[config.mk]
export PLATFORM = sky130hd
export DESIGN_NAME = lzc_iter
export DESIGN_NICKNAME = d
export VERILOG_FILES = /design/src/rtl/lzc_iter.sv
export SDC_FILE = /design/constraint.sdc
export NUM_CORES = 1
export LEC_CHECK = 0
export CAP_MARGIN = 20
export CELL_PAD_IN_SITES_DETAIL_PLACEMENT = 0
export CELL_PAD_IN_SITES_GLOBAL_PLACEMENT = 1
export CORE_UTILIZATION = 41
export DETAILED_ROUTE_END_ITERATION = 7
export GPL_ROUTABILITY_DRIVEN = 0
export PLACE_DENSITY = 0.89
export SYNTH_ARGS = -nofsm -noshare
export SYNTH_HDL_FRONTEND = slang
export SYNTH_SLANG_ARGS = --single-unit
[constraint.sdc]
create_clock -name clk -period 3.7 [get_ports clk]
set_input_delay 0.555 -clock clk [delete_from_list [all_inputs] [get_ports clk]]
set_output_delay 0.555 -clock clk [all_outputs]
set_load 0.03 [all_outputs]
[src/rtl/lzc_iter.sv]
// Iterative leading-zero counter: one CHUNK-bit leading-zero stage is reused
// across the word from the MSB down, and the scan stops at the first non-zero chunk.
module lzc_iter #(
  parameter  int WIDTH = 32,
  parameter  int CHUNK = 8,
  localparam int CW    = $clog2(WIDTH+1)
) (
  input  logic             clk,
  input  logic             reset,
  input  logic             in_valid,
  output logic             in_ready,
  input  logic [WIDTH-1:0] in_data,
  output logic             out_valid,
  input  logic             out_ready,
  output logic [CW-1:0]    out_count,
  output logic             out_zero
);
  localparam int NCH = WIDTH / CHUNK;
  localparam int IW  = (NCH > 1) ? $clog2(NCH) : 1;
  localparam int ZW  = $clog2(CHUNK+1);

  typedef enum logic [1:0] {S_IDLE, S_SCAN, S_DONE} state_t;

  state_t           r_state, w_next;
  logic [WIDTH-1:0] r_shreg;
  logic [CW-1:0]    r_acc;
  logic [IW-1:0]    r_idx;
  logic             r_flag;

  logic [CHUNK-1:0] w_top;
  logic [ZW-1:0]    w_z;
  logic             w_nz, w_last;

  assign w_top  = r_shreg[WIDTH-1 -: CHUNK];
  assign w_nz   = |w_top;
  assign w_last = (r_idx == IW'(NCH-1));

  // Highest set bit wins: later iterations overwrite lower ones.
  always_comb begin
    w_z = ZW'(CHUNK);
    for (int i = 0; i < CHUNK; i++)
      if (w_top[i]) w_z = ZW'(CHUNK-1-i);
  end

  always_comb begin
    w_next = r_state;
    case (r_state)
      S_IDLE: if (in_valid)           w_next = S_SCAN;
      S_SCAN: if (w_nz || w_last)     w_next = S_DONE;
      S_DONE: if (out_ready)          w_next = S_IDLE;
      default:                        w_next = S_IDLE;
    endcase
  end

  always_ff @(posedge clk) begin
    if (reset) begin
      r_state <= S_IDLE;
      r_shreg <= '0;
      r_acc   <= '0;
      r_idx   <= '0;
      r_flag  <= 1'b0;
    end else begin
      r_state <= w_next;
      case (r_state)
        S_IDLE: if (in_valid) begin
          r_shreg <= in_data;
          r_acc   <= '0;
          r_idx   <= '0;
          r_flag  <= 1'b0;
        end
        S_SCAN: begin
          if (w_nz) begin
            r_acc <= r_acc + CW'(w_z);
          end else if (!w_last) begin
            r_acc   <= r_acc + CW'(CHUNK);
            r_shreg <= r_shreg << CHUNK;
            r_idx   <= r_idx + 1'b1;
          end else begin
            r_acc  <= CW'(WIDTH);
            r_flag <= 1'b1;
          end
        end
        default: ;
      endcase
    end
  end

  // in_ready is masked by reset so a word offered during reset is never taken.
  assign in_ready  = (r_state == S_IDLE) && !reset;
  assign out_valid = (r_state == S_DONE);
  assign out_count = r_acc;
  assign out_zero  = r_flag;
endmodule

## Word-level counts from Yosys, hierarchy flattened

Index checks and enable logic that the tools add are counted.

- Register bits after elaboration: 43
- Input port bits: 36

- $add $sub $neg: 3
- Eq/ne operators: 9
- Muxes and demuxes: 28
- Reductions and logical operators: 10

Operator list:

| kind | number |
|---|---|
| two-way mux 32 bit | 3 |
| case mux 32 bit (2 select lines) | 1 |
| two-way mux 4 bit | 8 |
| two-way mux 6 bit | 3 |
| two-way mux 2 bit | 6 |
| case mux 6 bit (2 select lines) | 1 |
| != test 2 bit (second input constant) | 5 |
| AND reduction 4 bit | 2 |
| OR reduction 8 bit | 1 |
| adder 6 x 4 -> 6 bit | 1 |
| adder 6 x 4 -> 6 bit (second input constant) | 1 |
| case mux 2 bit (3 select lines) | 1 |
| == test 2 bit (second input constant) | 2 |
| case mux 2 bit (2 select lines) | 1 |
| two-way mux 1 bit | 3 |
| AND reduction 3 bit | 1 |
| adder 2 x 1 -> 2 bit (second input constant) | 1 |
| == test 2 x 1 -> 1 bit (second input constant) | 1 |
| logical NOT 2 bit | 1 |
| != test 2 x 1 -> 1 bit (second input constant) | 1 |
| case mux 1 bit (2 select lines) | 1 |
| AND reduction 2 bit | 1 |
| nonzero test 2 bit | 1 |
| logical AND 1 bit | 1 |
| other kinds (2) | 2 |

## Longest topological paths before layout

Gate-level depths: netlist of run 1.

- Depth in word-level cells: 11
- Mapped depth: 10
- Depth with buffers taken out: 10

## Worst setup path after synthesis of run 1

Ideal clock, no wire load.

- Path type: input to output
- Start: input port reset
- End: output port in_ready
- Data arrival time: 1636 ps
- Setup slack: 1509 ps
- Stages on the path: 3
- Buffers on the path: 2
- Path through: clkbuf_1 -> clkbuf_1 -> nor3_1

- Word-level cells in the longest chain between the ends: 2

RTL lines:

| element | line | RTL |
|---|---|---|
| from (decl) | 9 | `input logic reset,` |
| logical NOT 1 bit | 89 | `assign in_ready = (r_state == S_IDLE) && !reset;` |
| logical AND 1 bit | 89 |  |
| to (decl) | 11 | `output logic in_ready,` |

Every way passes these cells.

## Worst setup path in the final report of run 1

- Start: register r_shreg[24]
- End: register r_acc[5], in the netlist out_count[5]

- Word-level cells in the longest chain between the ends: 11

RTL lines:

| element | line | RTL |
|---|---|---|
| from (decl) | 25 | `logic [WIDTH-1:0] r_shreg;` |
| from (signal assigned) | 66 | `r_shreg <= in_data;` |
| from (signal assigned) | 76 | `r_shreg <= r_shreg << CHUNK;` |
| two-way mux 4 bit (8 in a row) | 42 | `if (w_top[i]) w_z = ZW'(CHUNK-1-i);` |
| adder 6 x 4 -> 6 bit | 73 | `r_acc <= r_acc + CW'(w_z);` |
| two-way mux 6 bit (*) | 72 | `if (w_nz) begin` |
| case mux 6 bit (2 select lines) (*) | 64 | `case (r_state)` |
| to (signal assigned) | 73 |  |
| to (signal assigned) | 75 | `r_acc <= r_acc + CW'(CHUNK);` |
| to (signal assigned) | 79 | `r_acc <= CW'(WIDTH);` |
| to (decl) | 26 | `logic [CW-1:0] r_acc;` |

Every way passes the cells marked *; elsewhere a longest branch is shown, timed or not.
A chain may end at the register's enable or synchronous reset.

==> summary.md, run 1 <==
| Metric | Value |
|---|---|
| Clock tree sinks | `43` |
| Type of the worst min-delay path | `reg -> reg` |
| Part of the cycle the worst path needs | `between 60 and 70%` |
| Data arrival time of the worst path | `between 2 and 3 ns` |
| Number of placement rows | `26` |
| Detailed-route DRC error count | `0` |
| Drt first-iter violations | `about 140` |
| Post-synthesis cell area | `2260 sq um` |
| Multiplexer fraction of the synthesized cell area | `less than 1%` |
| Static Leak | `just over 0.001 uW` |
| Actual slew at the worst max-slew pin | `~0.85 ns` |
| Sequential group share of total power | `roughly 46%` |
| Worst Setup Start Kind | `register` |
| Quantity of gates resized following cts | `0` |
| Maximum vdd ir drop | `roughly 340 uV` |
| Setup CP Type | `reg -> reg` |
| Number of global-route vias before repair | `1756` |
| Post-DR wirelength/cell | `approximately 13 microns` |
| Clock period minus final worst setup slack | `2.53 ns` |
| Ys async rst share | `0%` |
| Initial antenna violation count | `0` |
| Register bit total from synthesis | `43` |
| PD cells | `about 420 nW/um^2` |
| Clk Latency, worst-skew pair | `around 0.29 ns` |
| Area fraction in compound gates after synthesis | `between 20% and 30%` |
| Cell internal pwr | `approximately 800 uW` |
| Pin count of the biggest net entering global routing | `50` |
| Final Max Slew Viols | `0` |
| Number of nets in the layout | `~340` |
| Final wirelength | `around 5000 microns` |
| Total routing resource utilization after global routing | `between 10% and 20%` |
| Simple logic cell fraction of the synthesized area | `approximately a quarter` |
| Final core utilization | `between 50 and 60%` |
| Sum of net half-perimeters after detailed placement | `3460 microns` |
| Remaining antenna violation count after routing | `0` |
| Number of synthesized flops with an enable pin | `0` |
| Category of the worst setup path capture point | `register` |
| Max-cap violation count | `0` |
| Synth Net Count | `between 300 and 400` |
| Master cell of the clock root buffer | `clkbuf_8` |
| Total iterations of the first detailed-routing run | `4` |
| Synthesized area per cell | `8.69 sq um` |
| Worst-path fanout max | `5` |
| Overall die area | `between 5000 and 6000 sq um` |
| Worst-path clk slew | `~0.080 ns` |
| Leftover overflow at the end of global routing | `0` |
| Combinational share of power | `about 27%` |
| Required time reported for the critical path endpoint | `3.91 ns` |
| Count of port buffers added during placement | `44` |
| Fraction of final layout cells sized beyond drive strength 1 | `between 10% and 20%` |
| Unrepaired setup endpoints after global routing | `no` |
| Clock share of power | `roughly 27%` |
| Mean number of vias per cell | `5.21` |
| Number of top-level pins | `45` |
| Main combinational cell family by area after synthesis | `compound AO/OA/AOI/OAI gates` |
| Chip Width | `roughly 76 microns` |
| Number of distinct library cells after synthesis | `39` |
| Net Switching | `~370 uW` |
| Status | `completed` |
| Syn. warnings | `0` |
| CTS tree | `built` |
| Number of diodes added for antenna fixing | `0` |
| Maximum achievable frequency | `about 0.39 GHz` |
| Relative area change from synthesis to final layout | `24.8%` |
| Worst max-slew margin expressed relative to the limit | `~43%` |
| Net switching share of the total power | `31.0%` |
| Post-synthesis share of cell area spent on xor and xnor gates | `1.55%` |
| Total number of vias | `around 1900` |
| Die span in y | `between 70 and 80 microns` |
| Setup Viol. Count Final | `0` |
| Setup TNS | `0 ns` |
| Bufs on Longest Clock Path | `2` |
| Depth of the CTS H-tree | `2` |
| Number of hold violations in the final report | `0` |
| Effective utilization at floorplan | `43.4%` |
| Cells after synthesis | `260` |
| Post-CTS Repair Setup Buffers | `0` |
| Global-route wire length before repair | `roughly 8400 microns` |
| Commonest register cell after synthesis | `dfxtp_1` |
| Fraction of the yosys area taken by sequential cells | `about two fifths` |
| Final worst clock skew | `roughly 0.0092 ns` |
| Number of buffers inserted during clock tree synthesis | `5` |
| Area share of fa/ha/maj cells after synthesis | `~4.2%` |
| Core box area | `5200 sq um` |
| Number of buffers inserted for hold repair after clock tree synthesis | `0` |
-- per-stage QoR --
step | total power (uW) | setup WS, ns | hold WS [ns] | instance area [sq um] | cells
3_3_place_gp | 866 | 0.990 | 0.457 | 2720 | 361
2_1_floorplan | 786 | 1.51 | 0.448 | 2260 | 260
3_5_place_dp | 872 | 0.931 | 0.461 | 2720 | 361
4_1_cts | 1190 | 1.19 | 0.471 | 2820 | 369
6_report | 1190 | 1.17 | 0.469 | 2820 | 369
5_1_grt | 1250 | 1.04 | 0.491 | 2820 | 369
-- sequential cells by signal (all words and copies together), names as in the netlist --
register	count
out_count	6
out_zero	1
r_idx	2
r_shreg	32
r_state	2
-- Yosys cell counts (all sizes together), types with 2 or more instances --
library cell | count | area, sq um
inv | 6 | 22.5
nand3 | 12 | 60.1
a21oi | 17 | 85.1
a22oi | 2 | 15.0
o21bai | 3 | 22.5
buf | 5 | 52.6
or4 | 2 | 18.8
nand2 | 61 | 229
nor2 | 29 | 109
ha | 6 | 75.1
nor4 | 3 | 18.8
nand2b | 2 | 12.5
clkbuf | 13 | 48.8
dfxtp | 43 | 861
a311oi | 24 | 360
o22ai | 2 | 12.5
nor3 | 7 | 35.0
xnor2 | 3 | 26.3
nor2b | 2 | 12.5
-- final cells by class --
cell class,instances,area (sq um)
Fill cell,522,2390
Multi-Input combinational cell,193,1270
Sequential cell,43,861
Timing Repair Buffer,49,473
Clock buffer,8,100
Tap cell,70,87.6
Inverter,6,22.5
-- worst max-delay path, cell delays in order (launching register included) --
cell and delay [ns]:
dfxtp_1 0.34, nor4_1 0.74, nand2_1 0.26, inv_1 0.19
ha_1 0.30, nand3_1 0.10, o211ai_1 0.12, a31o_2 0.23
o221ai_1 0.17
-- layout by cell type (no fill, tap or decap), drive strengths merged --
cell type,instances
a31oi,1
o221ai,1
nor3b,1
fa,1
a21oi,17
o22ai,2
nand3b,1
dfxtp,43
xnor2,3
a21o,1
nand4,1
ha,6
or4,2
xor2,1
nand2,61
buf,6
nor4,3
mux2i,1
o311ai,1
inv,6
clkdlybuf4s50,43
mux2,1
nand3,12
or3b,1
o21bai,3
nor3,7
o2bb2ai,1
o211ai,1
o41ai,1
a311oi,24
nor2b,2
nand2b,2
clkbuf,8
a32oi,1
a32o,1
nor2,29
a22oi,2
a31o,1
-- power groups by stage --
stage | registers, uW | clock network (uW) | logic [uW]
2_1_floorplan | 551 | 0 | 236
3_3_place_gp | 552 | 0 | 314
3_5_place_dp | 553 | 0 | 319
4_1_cts | 542 | 330 | 320
5_1_grt | 549 | 353 | 350
6_report | 543 | 325 | 318
-- logic make-up (layout without fill, tap and decap cells) --
| kind of cell | after synthesis | count (layout) |
|---|---|---|
| simple gates | 122 | 122 |
| compound gates | 58 | 58 |
| fa+ha+maj | 7 | 7 |
| flops | 43 | 43 |
| xor+xnor | 4 | 4 |
| buf+inv | 24 | 63 |
| mux | 2 | 2 |
-- per-layer routing --
| layer | vias to the layer above | share of wire, % | track usage (%) |
|---|---|---|---|
| met5 | - | 0 | 0 |
| met4 | 0 | 1.6 | 5.58 |
| met3 | 7 | 4.0 | 3.95 |
| met2 | 38 | 45 | 27.7 |
| met1 | 878 | 50 | 24.6 |
| li1 | 1001 | - | - |
-- final timing paths --
check / start / end / slack (ns) / cells after the start
setup / recovery: r_shreg[24] / out_count[5] / 1.17 / 8
hold reg to reg: r_shreg[7] / r_shreg[7] / 0.47 / 2
hold / removal: r_shreg[7] / r_shreg[7] / 0.47 / 2
setup reg to reg: r_shreg[24] / out_count[5] / 1.17 / 8
Power figures use the tool's default switching activity.
==> run 2: changes to the inputs <==
--- a/config.mk
+++ b/config.mk
@@ -8,10 +8,10 @@
 export CAP_MARGIN = 20
 export CELL_PAD_IN_SITES_DETAIL_PLACEMENT = 0
 export CELL_PAD_IN_SITES_GLOBAL_PLACEMENT = 1
-export CORE_UTILIZATION = 41
+export CORE_UTILIZATION = 34
 export DETAILED_ROUTE_END_ITERATION = 7
 export GPL_ROUTABILITY_DRIVEN = 0
-export PLACE_DENSITY = 0.89
+export PLACE_DENSITY = 0.8
 export SYNTH_ARGS = -nofsm -noshare
 export SYNTH_HDL_FRONTEND = slang
 export SYNTH_SLANG_ARGS = --single-unit
==> constraint.sdc (replaced) <==
create_clock -name clk -period 2.11 [get_ports clk]
set_input_delay 0.3165 -clock clk [delete_from_list [all_inputs] [get_ports clk]]
set_output_delay 0.3165 -clock clk [all_outputs]
set_load 0.03 [all_outputs]
==> run 2 against run 1 <==
Compared with the run above: flip-flop and latch count unchanged; power up 79%; global-route usage down 1.9 points; clock-buffer cell count down 3; combinational power up 110%; clock power up 58%; sequential share of layout area down 1.6 points; worst setup slack worse by 1.1 ns; register-to-register slack worse by 1.1 ns; die area up 20%; non-clock buffer count up 17.
==> summary.md, run 2 (synthesis gave the netlist of run 1 again) <==
| Metric | Value |
|---|---|
| Status | `completed` |
| Final wirelength | `5310 microns (+7.1%)` |
| Number of fillers in the final layout | `642 (+23%)` |
| Worst setup path endpoint | `r_shreg[27]` |
| Max reg flops | `32 (unchanged)` |
| Filler-free cell count of the finished design | `392 (+6.2%)` |
| Worst R2R Path Depth | `6 (-2)` |
| Initial antenna violation count | `0 (unchanged)` |
| Part of the cycle the worst path needs | `97.0% (+29 points)` |
| Reg-to-Reg End | `r_shreg[27]` |
| Clock tree sinks | `43 (unchanged)` |
| Total iterations of the first detailed-routing run | `4 (unchanged)` |
| Number of global-route vias before repair | `1937 (+10%)` |
| Final Max Slew Viols | `0 (unchanged)` |
| Type of the worst min-delay path | `reg -> reg` |
| Worst max-slew margin expressed relative to the limit | `59.7% (+17 points)` |
| Drt first-iter violations | `53 (-63%)` |
| Overall die area | `6980 sq um (+20%)` |
| Detailed-route DRC error count | `0 (unchanged)` |
| Number of buffers inserted during clock tree synthesis | `5 (unchanged)` |
| Category of the worst setup path capture point | `register` |
| Crit. Startpoint | `r_shreg[24]` |
| Fraction of final layout cells sized beyond drive strength 1 | `21.3% (+7.2 points)` |
| Max-cap violation count | `0 (unchanged)` |
| Effective utilization at floorplan | `35.4% (-8.0 points)` |
| Number of diodes added for antenna fixing | `0 (unchanged)` |
| Data arrival time of the worst path | `2.25 ns (-0.50 ns)` |
| Worst Setup Start Kind | `register` |
| Number of buffers inserted for hold repair after clock tree synthesis | `0 (unchanged)` |
| Maximum vdd ir drop | `422 uV (+25%)` |
| Remaining antenna violation count after routing | `0 (unchanged)` |
| PD cells | `710 nW/um^2 (+69%)` |
| Setup CP Type | `reg -> reg` |
| Clk Latency, worst-skew pair | `0.30 ns (about the same)` |
| Number of top-level pins | `45 (unchanged)` |
| Worst-path fanout max | `20 (+15)` |
| Number of nets in the layout | `358 (+5.0%)` |
| Total routing resource utilization after global routing | `15.9% (-1.9 points)` |
| Final worst clock skew | `0.0163 ns (+0.00706 ns)` |
| Relative area change from synthesis to final layout | `32.4%` |
| Placed cells | `384 (+6.4%)` |
| Mean number of vias per cell | `5.16 (-1.0%)` |
| Static Leak | `0.00111 uW (+8.3%)` |
| Number of placement rows | `29 (+12%)` |
| Top register by number of flip-flops | `r_shreg` |
| Worst-path clk slew | `0.08 ns (about the same)` |
| Required time reported for the critical path endpoint | `2.31 ns (-1.60 ns)` |
| Core box area | `6390 sq um (+23%)` |
| Most common cell after layout, fill and taps aside | `nand2_1` |
| Clock period minus final worst setup slack | `2.05 ns (-0.486 ns)` |
| Number of hold violations in the final report | `0 (unchanged)` |
| Bufs on Longest Clock Path | `2 (unchanged)` |
| Chip Width | `83.5 microns (+9.6%)` |
| Die span in y | `83.5 microns (+9.6%)` |
| Sum of net half-perimeters after detailed placement | `3860 microns (+11%)` |
| Final Power | `2130 uW (+79%)` |
| Maximum achievable frequency | `0.488 GHz (+24%)` |
| Depth of the CTS H-tree | `2 (unchanged)` |
| Unrepaired setup endpoints after global routing | `yes` |
| CTS tree | `built` |
| Launch instance of the worst register-to-register path | `r_shreg[24]` |
| Most used cells in the layout excluding fill and tap cells | `61 x nand2_1, 43 x clkdlybuf4s50_1, 41 x dfxtp_1` |
| Total number of vias | `2023 (+5.1%)` |
| Actual slew at the worst max-slew pin | `0.604 ns (-0.242 ns)` |
| Pin count of the biggest net entering global routing | `45 (-10%)` |
| Setup Viol. Count Final | `0 (unchanged)` |
| Leftover overflow at the end of global routing | `0 (unchanged)` |
| Flop2flop setup slack | `0.06 ns (-1.10 ns)` |
| Count of port buffers added during placement | `44 (unchanged)` |
| Global-route wire length before repair | `9050 microns (+7.4%)` |
| Master cell of the clock root buffer | `clkbuf_8` |
| Post-DR wirelength/cell | `13.6 microns (+0.79%)` |
run 2: per-layer routing:
layer  up-vias  global-route usage (%)  share of wire, %
li1       1035                       -                 -
met2        40                    25.9                47
met5         -                       0                 0
met3         9                    4.55               4.5
met4         0                    4.31               1.3
met1       939                    20.8                47
run 2: worst min path at each step:
stage / depth (start not counted) / startpoint / to / slack, ns
2_1_floorplan: 2 / r_shreg[0] / r_shreg[0] / 0.45
3_3_place_gp: 2 / r_shreg[2] / r_shreg[2] / 0.46
3_5_place_dp: 2 / r_shreg[7] / r_shreg[7] / 0.46
4_1_cts: 2 / r_shreg[5] / r_shreg[5] / 0.48
5_1_grt: 2 / r_shreg[7] / r_shreg[7] / 0.49
6_report: 2 / r_shreg[7] / r_shreg[7] / 0.47
run 2: stage by stage:
step	utilization [%]	worst slack [ns]	hold slack [ns]	instance area [sq um]	TNS [ns]
5_1_grt	46.9	-0.0442	0.492	2990	-0.0458
4_1_cts	46.3	0.0165	0.475	2960	0
2_1_floorplan	-	0.112	0.448	2260	0
3_3_place_gp	45.0	0.0337	0.456	2870	0
6_report	46.9	0.0627	0.472	2990	0
3_5_place_dp	45.0	0.00302	0.462	2870	0
run 2: report_power, final:
| part | switching, uW | total [uW] | internal (uW) |
|---|---|---|---|
| registers | 57.0 | 949 | 892 |
| clock network | 288 | 515 | 227 |
| logic | 339 | 661 | 323 |
| total | 684 | 2130 | 1440 |
run 2: area by class of cell:
class | count | area (sq um) | share of cell area, %
clock buffers | 5 | 68.8 | 2.30
clock inverters | 2 | 13.8 | 0.460
inverters | 6 | 22.5 | 0.753
multi-input cells | 193 | 1300 | 43.4
flip-flops and latches | 43 | 866 | 28.9
well taps | 77 | 96.3 | 3.22
repair buffers | 66 | 626 | 20.9
run 2: what timing repair did:
action | CTS | global route
setup buffers | 0 | 1
pin swaps | 1 | 3
gates resized for setup | 0 | 9
setup endpoints to repair | 2 | 15
hold endpoints to repair | 0 | 0
run 2: critical path, stage by stage (launching register included):
cell      delay, ns
dfxtp_2        0.34
or4_1          0.60
o41ai_4        0.33
buf_4          0.20
buf_12         0.16
nor2_1         0.07
a311oi_2       0.24
